File: config.mk
export PLATFORM = sky130hd
export DESIGN_NAME = addsub_nibble_sequencer
export DESIGN_NICKNAME = d
export VERILOG_FILES = /design/src/rtl/addsub_pkg.sv /design/src/rtl/nibble_adder.sv /design/src/rtl/addsub_nibble_sequencer.sv
export SDC_FILE = /design/constraint.sdc
export NUM_CORES = 1
export LEC_CHECK = 0
export ABC_AREA = 1
export BUFFER_PORTS_ARGS = -buffer_cell sky130_fd_sc_hd__buf_4
export CORE_MARGIN = 2
export CORE_UTILIZATION = 30
export DETAILED_ROUTE_END_ITERATION = 16
export SYNTH_ARGS = -nofsm -noshare
export SYNTH_HDL_FRONTEND = slang
export SYNTH_SLANG_ARGS = --single-unit
File: constraint.sdc
create_clock -name clk -period 6.5 [get_ports clk]
set_input_delay 0.325 -clock clk [delete_from_list [all_inputs] [get_ports clk]]
set_output_delay 0.325 -clock clk [all_outputs]
set_load 0.005 [all_outputs]
File: src/rtl/addsub_pkg.sv
// Shared definitions for the nibble-serial add/subtract sequencer.
package addsub_pkg;

    // Slice width processed per RUN cycle.
    localparam int unsigned NIB_W = 4;

    typedef enum logic [1:0] {
        IDLE = 2'd0,
        RUN  = 2'd1,
        DONE = 2'd2
    } state_t;

endpackage

File: src/rtl/nibble_adder.sv
// 4-bit carry-lookahead slice adder; also exposes the carry into its MSB
// so the sequencer can derive signed overflow on the top slice.
module nibble_adder
    import addsub_pkg::*;
(
    input  logic [NIB_W-1:0] a,
    input  logic [NIB_W-1:0] b,
    input  logic             cin,
    output logic [NIB_W-1:0] sum,
    output logic             cout,
    output logic             c_msb_in
);

    logic [NIB_W-1:0] w_g;
    logic [NIB_W-1:0] w_p;
    logic [NIB_W:0]   w_c;

    assign w_g = a & b;
    assign w_p = a ^ b;

    // Lookahead carries, each expanded directly from generate/propagate terms.
    assign w_c[0] = cin;
    assign w_c[1] = w_g[0] | (w_p[0] & cin);
    assign w_c[2] = w_g[1] | (w_p[1] & w_g[0]) | (w_p[1] & w_p[0] & cin);
    assign w_c[3] = w_g[2] | (w_p[2] & w_g[1]) | (w_p[2] & w_p[1] & w_g[0])
                  | (w_p[2] & w_p[1] & w_p[0] & cin);
    assign w_c[4] = w_g[3] | (w_p[3] & w_g[2]) | (w_p[3] & w_p[2] & w_g[1])
                  | (w_p[3] & w_p[2] & w_p[1] & w_g[0])
                  | (w_p[3] & w_p[2] & w_p[1] & w_p[0] & cin);

    assign sum      = w_p ^ w_c[NIB_W-1:0];
    assign cout     = w_c[NIB_W];
    assign c_msb_in = w_c[NIB_W-1];

endmodule

File: src/rtl/addsub_nibble_sequencer.sv
// Nibble-serial adder/subtractor: accepts an operand pair in IDLE, processes
// one 4-bit slice per cycle LSB first in RUN, and holds the result in DONE
// until the consumer takes it.
module addsub_nibble_sequencer #(
    parameter int unsigned DATA_W = 16,
    parameter int unsigned NIB_W  = addsub_pkg::NIB_W
) (
    input  logic              clk,
    input  logic              rst,
    input  logic              in_valid,
    output logic              in_ready,
    input  logic [DATA_W-1:0] op_a,
    input  logic [DATA_W-1:0] op_b,
    input  logic              mode,
    output logic              out_valid,
    input  logic              out_ready,
    output logic [DATA_W-1:0] result,
    output logic              cout,
    output logic              overflow,
    output logic              busy
);

    import addsub_pkg::state_t;
    import addsub_pkg::IDLE;
    import addsub_pkg::RUN;
    import addsub_pkg::DONE;

    localparam int unsigned NSLICE = DATA_W / NIB_W;
    localparam int unsigned IDX_W  = (NSLICE > 1) ? $clog2(NSLICE) : 1;
    localparam logic [IDX_W-1:0] LAST_IDX = IDX_W'(NSLICE - 1);

    state_t            r_state;
    state_t            w_state_nxt;
    logic              r_in_ready;
    logic              r_out_valid;
    logic              r_busy;
    logic [DATA_W-1:0] r_a;
    logic [DATA_W-1:0] r_b;
    logic [DATA_W-1:0] r_result;
    logic              r_carry;
    logic [IDX_W-1:0]  r_idx;
    logic              r_cout;
    logic              r_overflow;

    logic [NIB_W-1:0]  w_a_nib;
    logic [NIB_W-1:0]  w_b_nib;
    logic [NIB_W-1:0]  w_sum;
    logic              w_cout;
    logic              w_c_msb_in;
    logic              w_accept;
    logic              w_last;
    logic              w_take;

    assign w_accept = in_valid & r_in_ready;
    assign w_take   = r_out_valid & out_ready;
    assign w_last   = (r_idx == LAST_IDX);

    // Select the operand slice addressed by the current index.
    always_comb begin
        w_a_nib = '0;
        w_b_nib = '0;
        for (int unsigned j = 0; j < NSLICE; j++) begin
            if (r_idx == IDX_W'(j)) begin
                w_a_nib = r_a[j*NIB_W +: NIB_W];
                w_b_nib = r_b[j*NIB_W +: NIB_W];
            end
        end
    end

    nibble_adder u_nibble_adder (
        .a        (w_a_nib),
        .b        (w_b_nib),
        .cin      (r_carry),
        .sum      (w_sum),
        .cout     (w_cout),
        .c_msb_in (w_c_msb_in)
    );

    // Next-state decode.
    always_comb begin
        w_state_nxt = r_state;
        unique case (r_state)
            IDLE:    if (w_accept) w_state_nxt = RUN;
            RUN:     if (w_last)   w_state_nxt = DONE;
            DONE:    if (w_take)   w_state_nxt = IDLE;
            default: w_state_nxt = IDLE;
        endcase
    end

    // State register and handshake/status flags registered from next state.
    always_ff @(posedge clk) begin
        if (rst) begin
            r_state     <= IDLE;
            r_in_ready  <= 1'b1;
            r_out_valid <= 1'b0;
            r_busy      <= 1'b0;
        end else begin
            r_state     <= w_state_nxt;
            r_in_ready  <= (w_state_nxt == IDLE);
            r_out_valid <= (w_state_nxt == DONE);
            r_busy      <= (w_state_nxt != IDLE);
        end
    end

    // Operand capture, slice-by-slice accumulation and final flag update.
    always_ff @(posedge clk) begin
        if (rst) begin
            r_a        <= '0;
            r_b        <= '0;
            r_result   <= '0;
            r_carry    <= 1'b0;
            r_idx      <= '0;
            r_cout     <= 1'b0;
            r_overflow <= 1'b0;
        end else begin
            unique case (r_state)
                IDLE: begin
                    if (w_accept) begin
                        r_a     <= op_a;
                        r_b     <= op_b ^ {DATA_W{mode}};
                        r_carry <= mode;
                        r_idx   <= '0;
                    end
                end
                RUN: begin
                    for (int unsigned j = 0; j < NSLICE; j++) begin
                        if (r_idx == IDX_W'(j)) begin
                            r_result[j*NIB_W +: NIB_W] <= w_sum;
                        end
                    end
                    r_carry <= w_cout;
                    if (w_last) begin
                        r_cout     <= w_cout;
                        r_overflow <= w_c_msb_in ^ w_cout;
                    end else begin
                        r_idx <= r_idx + IDX_W'(1);
                    end
                end
                DONE: begin
                    if (w_take) begin
                        r_idx <= '0;
                    end
                end
                default: ;
            endcase
        end
    end

    assign in_ready  = r_in_ready;
    assign out_valid = r_out_valid;
    assign busy      = r_busy;
    assign result    = r_result;
    assign cout      = r_cout;
    assign overflow  = r_overflow;

endmodule

==> Word level (Yosys, flattened, before mapping) <==
Cells that the tools add are included.
W data, S select, Z words.
{ "word_totals": {"elab_cells": 88, "in_bits": 37, "ramBits": 0, "n_memories": 0, "mem_bits_ro": 0, "latchBits": 0, "register_bits": 58} }
{ "op_classes": {"shifts": 0, "n_mux": 18, "eq_ne": 9, "addsub": 1, "magnitude_cmp": 0, "div": 0, "bitwise_logic": 33, "n_reduce_logical": 13, "n_mul": 0} }
{ "op_table": {"columns": ["cell", "count"], "rows": [
  ["$mux W4", 8],
  ["$and A1 B1 Y1", 18],
  ["$xor A16 B16 Y16", 1],
  ["$mux W2", 6],
  ["$pmux W2 S3", 2],
  ["$reduce_and A2 Y1", 6],
  ["$or A1 B1 Y1", 10],
  ["$eq A2 B2 Y1 const B", 4],
  ["$xor A4 B4 Y4", 2],
  ["$logic_not A2 Y1", 3],
  ["$ne A2 B2 Y1 const B", 3],
  ["$and A4 B4 Y4", 1],
  ["$eq A2 B1 Y1 const B", 2],
  ["$reduce_and A4 Y1", 1],
  ["$reduce_bool A2 Y1", 2],
  ["$reduce_bool A3 Y1", 1],
  ["$add A2 B1 Y2 const B", 1],
  ["$pmux W1 S2", 1],
  ["$mux W1", 1],
  ["$xor A1 B1 Y1", 1]
]} }

==> Logic depth before layout (Yosys ltp) <==
Gate-level depths: netlist of run 1.
{ "logic_depth": {"ltp_word": 12, "ltp_mapped": 18} }

==> Hierarchy <==
From an unflattened synthesis of run 1, not the netlist that was laid out.
{ "hier_totals": {"hier_cells": 376, "hier_area_um2": 2867.8} }
{ "by_module_without_submodules": {"columns": ["module", "area_per_inst_um2", "cells_per_inst", "n_inst"], "rows": [
  ["addsub_nibble_sequencer", 2683.8, 349, 1],
  ["nibble_adder", 183.9, 27, 1]
]} }

==> Worst setup path after synthesis of run 1 <==
No wires, ideal clock.
{ "synth_path": {"path_kind": "register -> register", "from": "reg r_idx[1]", "to": "reg r_result[11] (netlist: result[11])", "slack_ns": 4.268, "arrival_time_ns": 2.123, "path_stages_with_launch": 18, "required_time_ns": 6.391, "setup_time_ns": 0.109, "synth_period_minus_slack_ns": 2.232, "cell_sequence": "dfxtp_1 inv_1 ha_1 nor2_1 inv_1 o22ai_1 o21ai_0 o21ai_0 ha_1 clkbuf_2 nand2_1 nand2_1 nor2_1 nand2_1 nand2_1 nand3_1 nand2_1 inv_1"} }
{ "synth_via": {"elab_chain_len": 11, "word_cells_on_any_way": 24} }
{ "synth_rtl": {"columns": ["item", "line", "source"], "rows": [
  ["start: declaration", "addsub_nibble_sequencer.sv:41", "logic [IDX_W-1:0] r_idx;"],
  ["start signal: assignment", "addsub_nibble_sequencer.sv:136", "r_idx <= r_idx + IDX_W'(1);"],
  ["$logic_not A2 Y1", "addsub_nibble_sequencer.sv:63", "if (r_idx == IDX_W'(j)) begin"],
  ["$mux W4 (4 in a row)", "addsub_nibble_sequencer.sv:63", null],
  ["$xor A4 B4 Y4 / $and A4 B4 Y4 (equally long branches)", "nibble_adder.sv:19, nibble_adder.sv:18", null],
  ["$and A1 B1 Y1, on equally long branches", "nibble_adder.sv:25, nibble_adder.sv:26", null],
  ["$or A1 B1 Y1 (tied with other cells)", "nibble_adder.sv:25", "assign w_c[3] = w_g[2] | (w_p[2] & w_g[1]) | (w_p[2] & w_p[1] & w_g[0])"],
  ["$or A1 B1 Y1 / $and A1 B1 Y1 (equally long branches)", "nibble_adder.sv:25, nibble_adder.sv:26", null],
  ["$or A1 B1 Y1", "nibble_adder.sv:26", "| (w_p[2] & w_p[1] & w_p[0] & cin);"],
  ["$xor A4 B4 Y4", "nibble_adder.sv:31", "assign sum = w_p ^ w_c[NIB_W-1:0];"],
  ["end signal: indexed assignment", "addsub_nibble_sequencer.sv:128", "r_result[j*NIB_W +: NIB_W] <= w_sum;"],
  ["end: declaration", "addsub_nibble_sequencer.sv:39", "logic [DATA_W-1:0] r_result;"]
]} }
Several ways; a longest one is shown, not always the timed one.
A chain may end at the register's enable or synchronous reset.

==> Worst setup path in the final report of run 1 <==
{ "layout_path": {"from": "reg r_idx[1]", "to": "reg r_result[3] (netlist: result[3])"} }
{ "layout_via": {"elab_chain_len": 11, "word_cells_on_any_way": 24} }
{ "layout_rtl": {"columns": ["item", "line"], "rows": [
  ["$logic_not A2 Y1", "addsub_nibble_sequencer.sv:63, addsub_nibble_sequencer.sv:127"],
  ["$mux W4 (4 in a row)", "addsub_nibble_sequencer.sv:63"],
  ["$xor A4 B4 Y4 / $and A4 B4 Y4 (equally long branches)", "nibble_adder.sv:19, nibble_adder.sv:18"],
  ["$and A1 B1 Y1, on equally long branches", "nibble_adder.sv:25, nibble_adder.sv:26"],
  ["$or A1 B1 Y1 (tied with other cells)", "nibble_adder.sv:25"],
  ["$or A1 B1 Y1 / $and A1 B1 Y1 (equally long branches)", "nibble_adder.sv:25, nibble_adder.sv:26"],
  ["$or A1 B1 Y1", "nibble_adder.sv:26"],
  ["$xor A4 B4 Y4", "nibble_adder.sv:31"]
]} }
Several ways; a longest one is shown, not always the timed one.

==> metrics.yaml, run 1 <==
clock.fmax_mhz: 373.8
maxSlewHeadroom: 0.4668
worst_pin_slew_ps: 798.9
grt_max_degree: 52
netlist-cell-type-count: 30
cp.required_ps: 6740
synth-edff-count: 0
cts_num_sinks: 58
netlist.top_cell.by_area: "sky130_fd_sc_hd__dfxtp_1"
syn2layout_area_growth_pct: 23.15
place.detailed.hpwl_um: 4894
regToRegStartpoint: "r_idx[1]$_SDFFE_PP0P_"
final.fill_count: 939
grt_pass1_wl_um: 11120
grt_antenna_before_repair: 0
yosysSeqAreaShare: 0.4139
synth_largest_type_area_fraction: 0.4139
worstPathArrival_ps: 2910
worst_path_dominant_cell_family: "simple AND/OR/NAND/NOR gates"
fin_setup_tns_ps: 0
final_net_count: 467
total_power_mw: 0.8886
syn-mean-instance-area_um2: 7.582
clock-root-buffer: "sky130_fd_sc_hd__clkbuf_8"
crit_path_top_delay_cell: "sky130_fd_sc_hd__dfxtp_1"
crit_path_end_kind: "register"
synth_ff_type: "sky130_fd_sc_hd__dfxtp_1"
timing_hold_violations_final: 0
ys_seq_elements: 58
crit_path_start_kind: "register"
min_path_cells: 2
clockBufferDepth: 2
clk-insertion-delay-late_ps: 340
fin_worst_hold_slack_ps: 234.2
timing.final.max_slew_violations: 0
cp_num_buf_inv: 3
rr_endpoint: "result[3]$_SDFFE_PP0P_"
grt_setup_unrepaired: "no"
boundary_pins: 58
cts_tree: "built"
drt.antenna.violating_nets: 0
routedWlPerCell_um: 12.45
global_route.overflow_total: 0
period_share: 0.4115
placement.cell_area_um2: 3264
post_drt_via_cell_ratio: 4.663
cell_with_the_most_instances_after_synthesis: "sky130_fd_sc_hd__dfxtp_1"
portBuffers: 57
crit_chain: "inv_1 > ha_1 > nor2_1 > inv_1 > o22ai_1 > o21ai_0 > o21ai_0 > ha_1 > nand2_1 > nand2_1 > nor2_1 > nand2_1 > nand2_1 > nand3_1 > nand2_1 > inv_1"
dieHeight_um: 100.7
via_count_of_the_first_global_routing_pass: 2435
tritoncts.num_buffers: 9
globalplace.congestion: 0.8082
path_max_fanout: 8
maxCapViolCount: 0
final_period_demand_of_the_worst_path_ps: 2675
final_setup_vio_count: 0
hold_path.class: "in -> reg"
peakVddDrop_mv: 0.09343
cts-hold-fix-buffers: 0
crit_path_frequent_cell: "sky130_fd_sc_hd__nand2_1"
reg2reg_slack_ps: 3820
design_area_um2: 3455
floorplan.die_area_um2: 10140
p_leak_nw: 1.583
dr_total_vias: 2504
synth_area_leaders: "sky130_fd_sc_hd__dfxtp_1 (41%), sky130_fd_sc_hd__o21ai_0 (8.9%), sky130_fd_sc_hd__a21oi_1 (7.0%), sky130_fd_sc_hd__inv_1 (5.9%), sky130_fd_sc_hd__nand2_1 (5.9%)"
ys_warns: 0
route.final.wire_length_um: 6688
drtIter0Drc: 124
ffs_w_async_s_r_synth: 0
core-area_um2: 9153
synth.top_cells.by_count: "sky130_fd_sc_hd__dfxtp_1 (58), sky130_fd_sc_hd__o21ai_0 (50), sky130_fd_sc_hd__inv_1 (44), sky130_fd_sc_hd__nand2_1 (44), sky130_fd_sc_hd__nor2_1 (41)"
power_per_cell_area_nw_per_um2: 257.2
synthCells: 370
reg2reg_path_depth: 16
hold-path-endpoint: "result[4]$_SDFFE_PP0P_"
post_cts_resize_count: 0
fp-row-count: 35
final_layout_size_suffix_gt1_frac: 0.2019
outcome: "finished, final reports clean"
cts.htree.levels: 3
drt_drc_violations_left: 0
timing.hold.worst.start: "rst"
synth.net_count: 416
grt_use_total: 0.1415
synthesis.area_um2: 2805
detailedRoute.firstPassIterationCount: 4
die_w_um: 100.7
setup.worst_path.class: "reg -> reg"
start_util: 0.3065
post_cts_buffers: 0
finalClockSkew_ps: 8.566
critical-path-max-stage-delay_ps: 380
path_clk_slew_ps: 70
antenna_diode_count: 0
[logic make-up (layout without fill, tap and decap cells)]
logic type	after synthesis	after routing	synth area share
DFF	58	58	0.4139
adders and majority gates	9	9	0.04282
AOI/OAI and AO/OA	110	110	0.2132
xor gates and xnor gates	17	17	0.05308
and+or+nand+nor	111	111	0.1735
buffers and inverters	65	121	0.1035
[cell type report]
| cell class | count | area (µm²) | area share |
|---|---|---|---|
| tap | 111 | 138.9 | 0.04020 |
| timing repair buffer | 57 | 427.9 | 0.1239 |
| clock inverter | 4 | 25.02 | 0.007244 |
| sequential | 58 | 1161 | 0.3361 |
| inverter | 48 | 182.7 | 0.05288 |
| multi-input combinational | 247 | 1354 | 0.3919 |
| clock buffer | 12 | 165.2 | 0.04781 |
[stage by stage]
step	std cells	setup slack, ps	util
floorplan	370	4268	-
global placement	521	4003	0.3567
detailed placement	521	3860	0.3567
CTS	537	3842	0.3774
global route	537	3484	0.3774
finish	537	3825	0.3774
[power by group]
| group | total, mW | leakage, nW | switching [mW] | internal, mW |
|---|---|---|---|---|
| Combinational | 0.181 | 1.01 | 0.110 | 0.0704 |
| Clock | 0.308 | 0.0944 | 0.140 | 0.168 |
| Sequential | 0.400 | 0.476 | 0.0147 | 0.385 |
| Total | 0.889 | 1.58 | 0.265 | 0.623 |
[cell usage in the layout (no fill, tap or decap), types with 2 or more instances in the layout]
cell                         netlist  routed
sky130_fd_sc_hd__o21a_1            6       6
sky130_fd_sc_hd__inv_1            44      44
sky130_fd_sc_hd__nor2_1           41      41
sky130_fd_sc_hd__o211ai_1          7       7
sky130_fd_sc_hd__ha_1              8       8
sky130_fd_sc_hd__clkinvlp_4        0       2
sky130_fd_sc_hd__buf_4             4      57
sky130_fd_sc_hd__nor2_4            4       4
sky130_fd_sc_hd__clkinv_2          0       2
sky130_fd_sc_hd__nand2_1          44      44
sky130_fd_sc_hd__nand3_1          16      16
sky130_fd_sc_hd__clkbuf_8          0      12
sky130_fd_sc_hd__a21oi_1          39      39
sky130_fd_sc_hd__nor2_2            2       2
sky130_fd_sc_hd__inv_2             3       3
sky130_fd_sc_hd__dfxtp_1          58      58
sky130_fd_sc_hd__o21ai_0          50      50
sky130_fd_sc_hd__o22ai_1           4       4
sky130_fd_sc_hd__xor2_1           17      17
[metal layers]
layer | part of all wire | track usage | up-vias
met2 | 0.46 | 0.2138 | 66
met1 | 0.47 | 0.1833 | 1116
met4 | 0.023 | 0.06217 | 0
li1 | - | - | 1310
met5 | 0 | 0 | -
met3 | 0.049 | 0.04716 | 12
[worst max path at each step]
stage / slack, ps / to / startpoint / cells past startpoint
final: 3820 / result[3]$_SDFFE_PP0P_ / r_idx[1]$_SDFFE_PP0P_ / 16
after global routing: 3480 / result[11]$_SDFFE_PP0P_ / r_idx[1]$_SDFFE_PP0P_ / 16
after CTS: 3840 / result[3]$_SDFFE_PP0P_ / r_idx[1]$_SDFFE_PP0P_ / 16
after detailed placement: 3860 / result[3]$_SDFFE_PP0P_ / r_idx[1]$_SDFFE_PP0P_ / 16
after global placement: 4000 / result[11]$_SDFFE_PP0P_ / r_idx[1]$_SDFFE_PP0P_ / 16
after floorplan: 4270 / result[11]$_SDFFE_PP0P_ / r_idx[1]$_SDFFE_PP0P_ / 17
[flip-flops by register name (all words and copies together) (netlist names)]
name       cells
r_state        2
r_carry        1
in_ready       1
cout           1
out_valid      1
r_a           16
r_b           16
busy           1
r_idx          2
overflow       1
result        16
(Power assumes the default switching activity.)
==> run 2, diff against run 1 <==
- ABC_AREA: 1 -> 0
- clock period: 6.5 -> 2.35 ns (I/O delays scaled with it)
==> metrics.yaml, run 2 <==
period_share: 1.050  # +0.6387
post_drt_via_cell_ratio: 4.790  # +2.7%
power_per_cell_area_nw_per_um2: 677.8  # +160%
grt_antenna_before_repair: 0  # unchanged
crit_chain: "inv_4 > ha_4 > buf_4 > buf_4 > nand2_4 > a21oi_2 > a21oi_1 > o21ai_1 > ha_1 > o21a_1 > and2_4 > or3_4 > a21oi_2"
final_net_count: 448  # -4.1%
critical-path-max-stage-delay_ps: 360  # -20 ps
globalplace.congestion: 0.8123  # +0.51%
design_area_um2: 3710  # +7.4%
clk-insertion-delay-late_ps: 340  # about the same
path_clk_slew_ps: 60  # about the same
power.share.switching: 0.2533  # -0.04527
clock.fmax_mhz: 405.2  # +8.4%
total_power_mw: 2.514  # +180%
synth_ff_type: "sky130_fd_sc_hd__dfxtp_1"
antenna_diode_count: 0  # unchanged
yosysSeqAreaShare: 0.4280  # +0.01413
dieHeight_um: 99.09  # -1.6%
cts-hold-fix-buffers: 0  # unchanged
path_max_fanout: 7  # -1
grt_use_total: 0.1398  # -0.001663
drt.antenna.violating_nets: 0  # unchanged
synth-edff-count: 0  # unchanged
grt_setup_unrepaired: "yes"
cts_tree: "built"
p_leak_nw: 1.466  # -7.4%
synth_largest_type_area_fraction: 0.4280  # +0.01413
synth.top_cells.by_count: "sky130_fd_sc_hd__nand2_1 (64), sky130_fd_sc_hd__dfxtp_1 (58), sky130_fd_sc_hd__a21oi_1 (45), sky130_fd_sc_hd__nor2_1 (23), sky130_fd_sc_hd__a211oi_1 (22)"
cp.required_ps: 2620  # -4120 ps
start_util: 0.3095  # +0.003044
timing_hold_violations_final: 0  # unchanged
comb_power_share: 0.177  # -0.026
post_layout_util: 0.4233  # +0.04589
multiInputGateArea_um2: 1558  # +15%
grt_pass1_wl_um: 10820  # -2.7%
routedWlPerCell_um: 12.95  # +3.9%
worst_pin_slew_ps: 586.5  # -212.4 ps
boundary_pins: 58  # unchanged
hold_path.class: "in -> reg"
synth_area_leaders: "sky130_fd_sc_hd__dfxtp_1 (43%), sky130_fd_sc_hd__nand2_1 (8.9%), sky130_fd_sc_hd__a21oi_1 (8.3%), sky130_fd_sc_hd__a211oi_1 (6.1%), sky130_fd_sc_hd__xnor2_1 (5.5%)"
maxCapViolCount: 0  # unchanged
maxSlewHeadroom: 0.6090  # +0.1422
tritoncts.num_buffers: 9  # unchanged
via_count_of_the_first_global_routing_pass: 2279  # -6.4%
area.sequential_um2: 1169  # +0.65%
least_setup_slack_across_all_paths_after_layout_ps: -118.0  # -3943 ps
drtIter0Drc: 88  # -29%
netlist-cell-type-count: 37  # +23%
timing.final.max_slew_violations: 0  # unchanged
part_of_the_power_in_the_clock_network: 0.391  # +0.044
ys_warns: 0  # unchanged
final_setup_vio_count: 9  # +9
final_layout_size_suffix_gt1_frac: 0.3096  # +0.1077
cts.htree.levels: 3  # unchanged
fin_setup_tns_ps: -656.8  # -656.8 ps
crit_path_top_delay_cell: "sky130_fd_sc_hd__dfxtp_4"
share_seq_of_total_power: 0.432  # -0.018
worstPathArrival_ps: 2740  # -170 ps
final.fill_count: 907  # -3.4%
floorplan.die_area_um2: 9819  # -3.2%
violations: "negative setup slack"
portBuffers: 57  # unchanged
syn-mean-instance-area_um2: 8.122  # +7.1%
crit_path_end_kind: "register"
fp-row-count: 34  # -2.9%
final_period_demand_of_the_worst_path_ps: 2468  # -207.0 ps
synthCells: 334  # -9.7%
crit_path_start_kind: "register"
synthesis.area_um2: 2713  # -3.3%
cell_with_the_most_instances_after_synthesis: "sky130_fd_sc_hd__nand2_1"
route.final.wire_length_um: 6667  # -0.31%
clock-root-buffer: "sky130_fd_sc_hd__clkbuf_8"
ys_seq_elements: 58  # unchanged
die_w_um: 99.09  # -1.6%
global_route.overflow_total: 0  # unchanged
core-area_um2: 8763  # -4.3%
detailedRoute.firstPassIterationCount: 4  # unchanged
final_cell_mix: "sky130_fd_sc_hd__buf_4 (78), sky130_fd_sc_hd__nand2_1 (61), sky130_fd_sc_hd__dfxtp_1 (56)"
cts_num_sinks: 58  # unchanged
peakVddDrop_mv: 0.3387  # +260%
clockBufferDepth: 2  # unchanged
fin_worst_hold_slack_ps: 23.97  # -210.3 ps
outcome: "finished, violations left"
dr_total_vias: 2467  # -1.5%
finalClockSkew_ps: 6.711  # -1.855 ps
ffs_w_async_s_r_synth: 0  # unchanged
layout_commonest_cell: "sky130_fd_sc_hd__buf_4"
setup.worst_path.class: "reg -> reg"
drt_drc_violations_left: 0  # unchanged
netlist.top_cell.by_area: "sky130_fd_sc_hd__dfxtp_1"
place.detailed.hpwl_um: 4640  # -5.2%
syn2layout_area_growth_pct: 36.76
grt_max_degree: 57  # +9.6%
p_sw_mw: 0.6369  # +140%
synth.net_count: 380  # -8.7%
placement.cell_area_um2: 3313  # +1.5%
power.internal_mw: 1.878  # +200%
-- run 2: cell count changes in the layout (fill, tap and decap cells not counted), moves of 16 or more --
cell	change
sky130_fd_sc_hd__a211oi_1	+21
sky130_fd_sc_hd__inv_1	-42
sky130_fd_sc_hd__buf_4	+21
sky130_fd_sc_hd__nand2_1	+17
sky130_fd_sc_hd__xor2_1	-17
sky130_fd_sc_hd__xnor2_1	+16
sky130_fd_sc_hd__o21ai_0	-49
sky130_fd_sc_hd__nor2_1	-18
-- run 2: through the flow --
step           setup slack [ps]  cells
3_3_place_gp             -99.81    492
2_1_floorplan             4.748    334
3_5_place_dp             -195.4    492
5_1_grt                  -239.5    515
4_1_cts                  -52.23    515
6_report                 -118.0    515
-- run 2: area by class of cell --
cell class                      count  area share
Multi-Input combinational cell    248      0.4199
Sequential cell                    58      0.3150
Clock inverter                      1    0.008094
Clock buffer                       15     0.05025
Tap cell                          108     0.03643
Timing Repair Buffer               80      0.1639
Inverter                            5    0.006408
-- run 2: worst max-delay path: cells and delay by family, from the launching register on --
family                   cells  cell delay [ps]
adder cells (fa/ha/maj)      2              500
AND/OR/NAND/NOR              3              570
AO/OA/AOI/OAI                5              640
buffers and inverters        3              330
flip-flops                   1              360
-- run 2: worst paths after layout --
path                            slack (ps)                 endpoint  cells past startpoint                   from
worst min-delay path                    20      r_a[6]$_SDFFE_PP0P_                      3                op_a[6]
worst max register to register        -120  result[10]$_SDFFE_PP0P_                     13  r_idx[1]$_SDFFE_PP0P_
worst max-delay path                  -120  result[10]$_SDFFE_PP0P_                     13  r_idx[1]$_SDFFE_PP0P_
worst min register to register         460     r_a[11]$_SDFFE_PP0P_                      2   r_a[11]$_SDFFE_PP0P_
-- run 2: metal layers --
| layer | vias up | track usage | routed length, µm |
|---|---|---|---|
| li1 | 1291 | - | - |
| met1 | 1104 | 0.1805 | 3120 |
| met2 | 63 | 0.2095 | 3022 |
| met3 | 9 | 0.05622 | 404 |
| met4 | 0 | 0.05479 | 121 |
| met5 | - | 0 | 0 |
-- run 2: power by group through the flow --
stage	sequential, mW	clock (mW)	combinational (mW)
after floorplan	1.09	0	0.255
after CTS	1.09	1.01	0.421
after global routing	1.09	1.06	0.491
after detailed placement	1.11	0	0.397
final	1.09	0.983	0.445
after global placement	1.11	0	0.393
-- run 2: kinds of logic (layout without fill, tap and decap cells) --
group / count (synthesis) / count (layout) / synth area share
mux: 3 / 3 / 0.01153
buf+inv: 28 / 101 / 0.04612
flops: 58 / 58 / 0.4280
compound gates: 84 / 84 / 0.1845
fa+ha+maj: 9 / 9 / 0.04428
simple gates: 135 / 135 / 0.2306
xor+xnor: 17 / 17 / 0.05489
-- run 2: timing repair --
action / CTS / global route
endpoints found under the setup margin: 12 / 15
pin swaps: 11 / 17
setup buffers: 7 / 2
gates resized for setup: 19 / 18
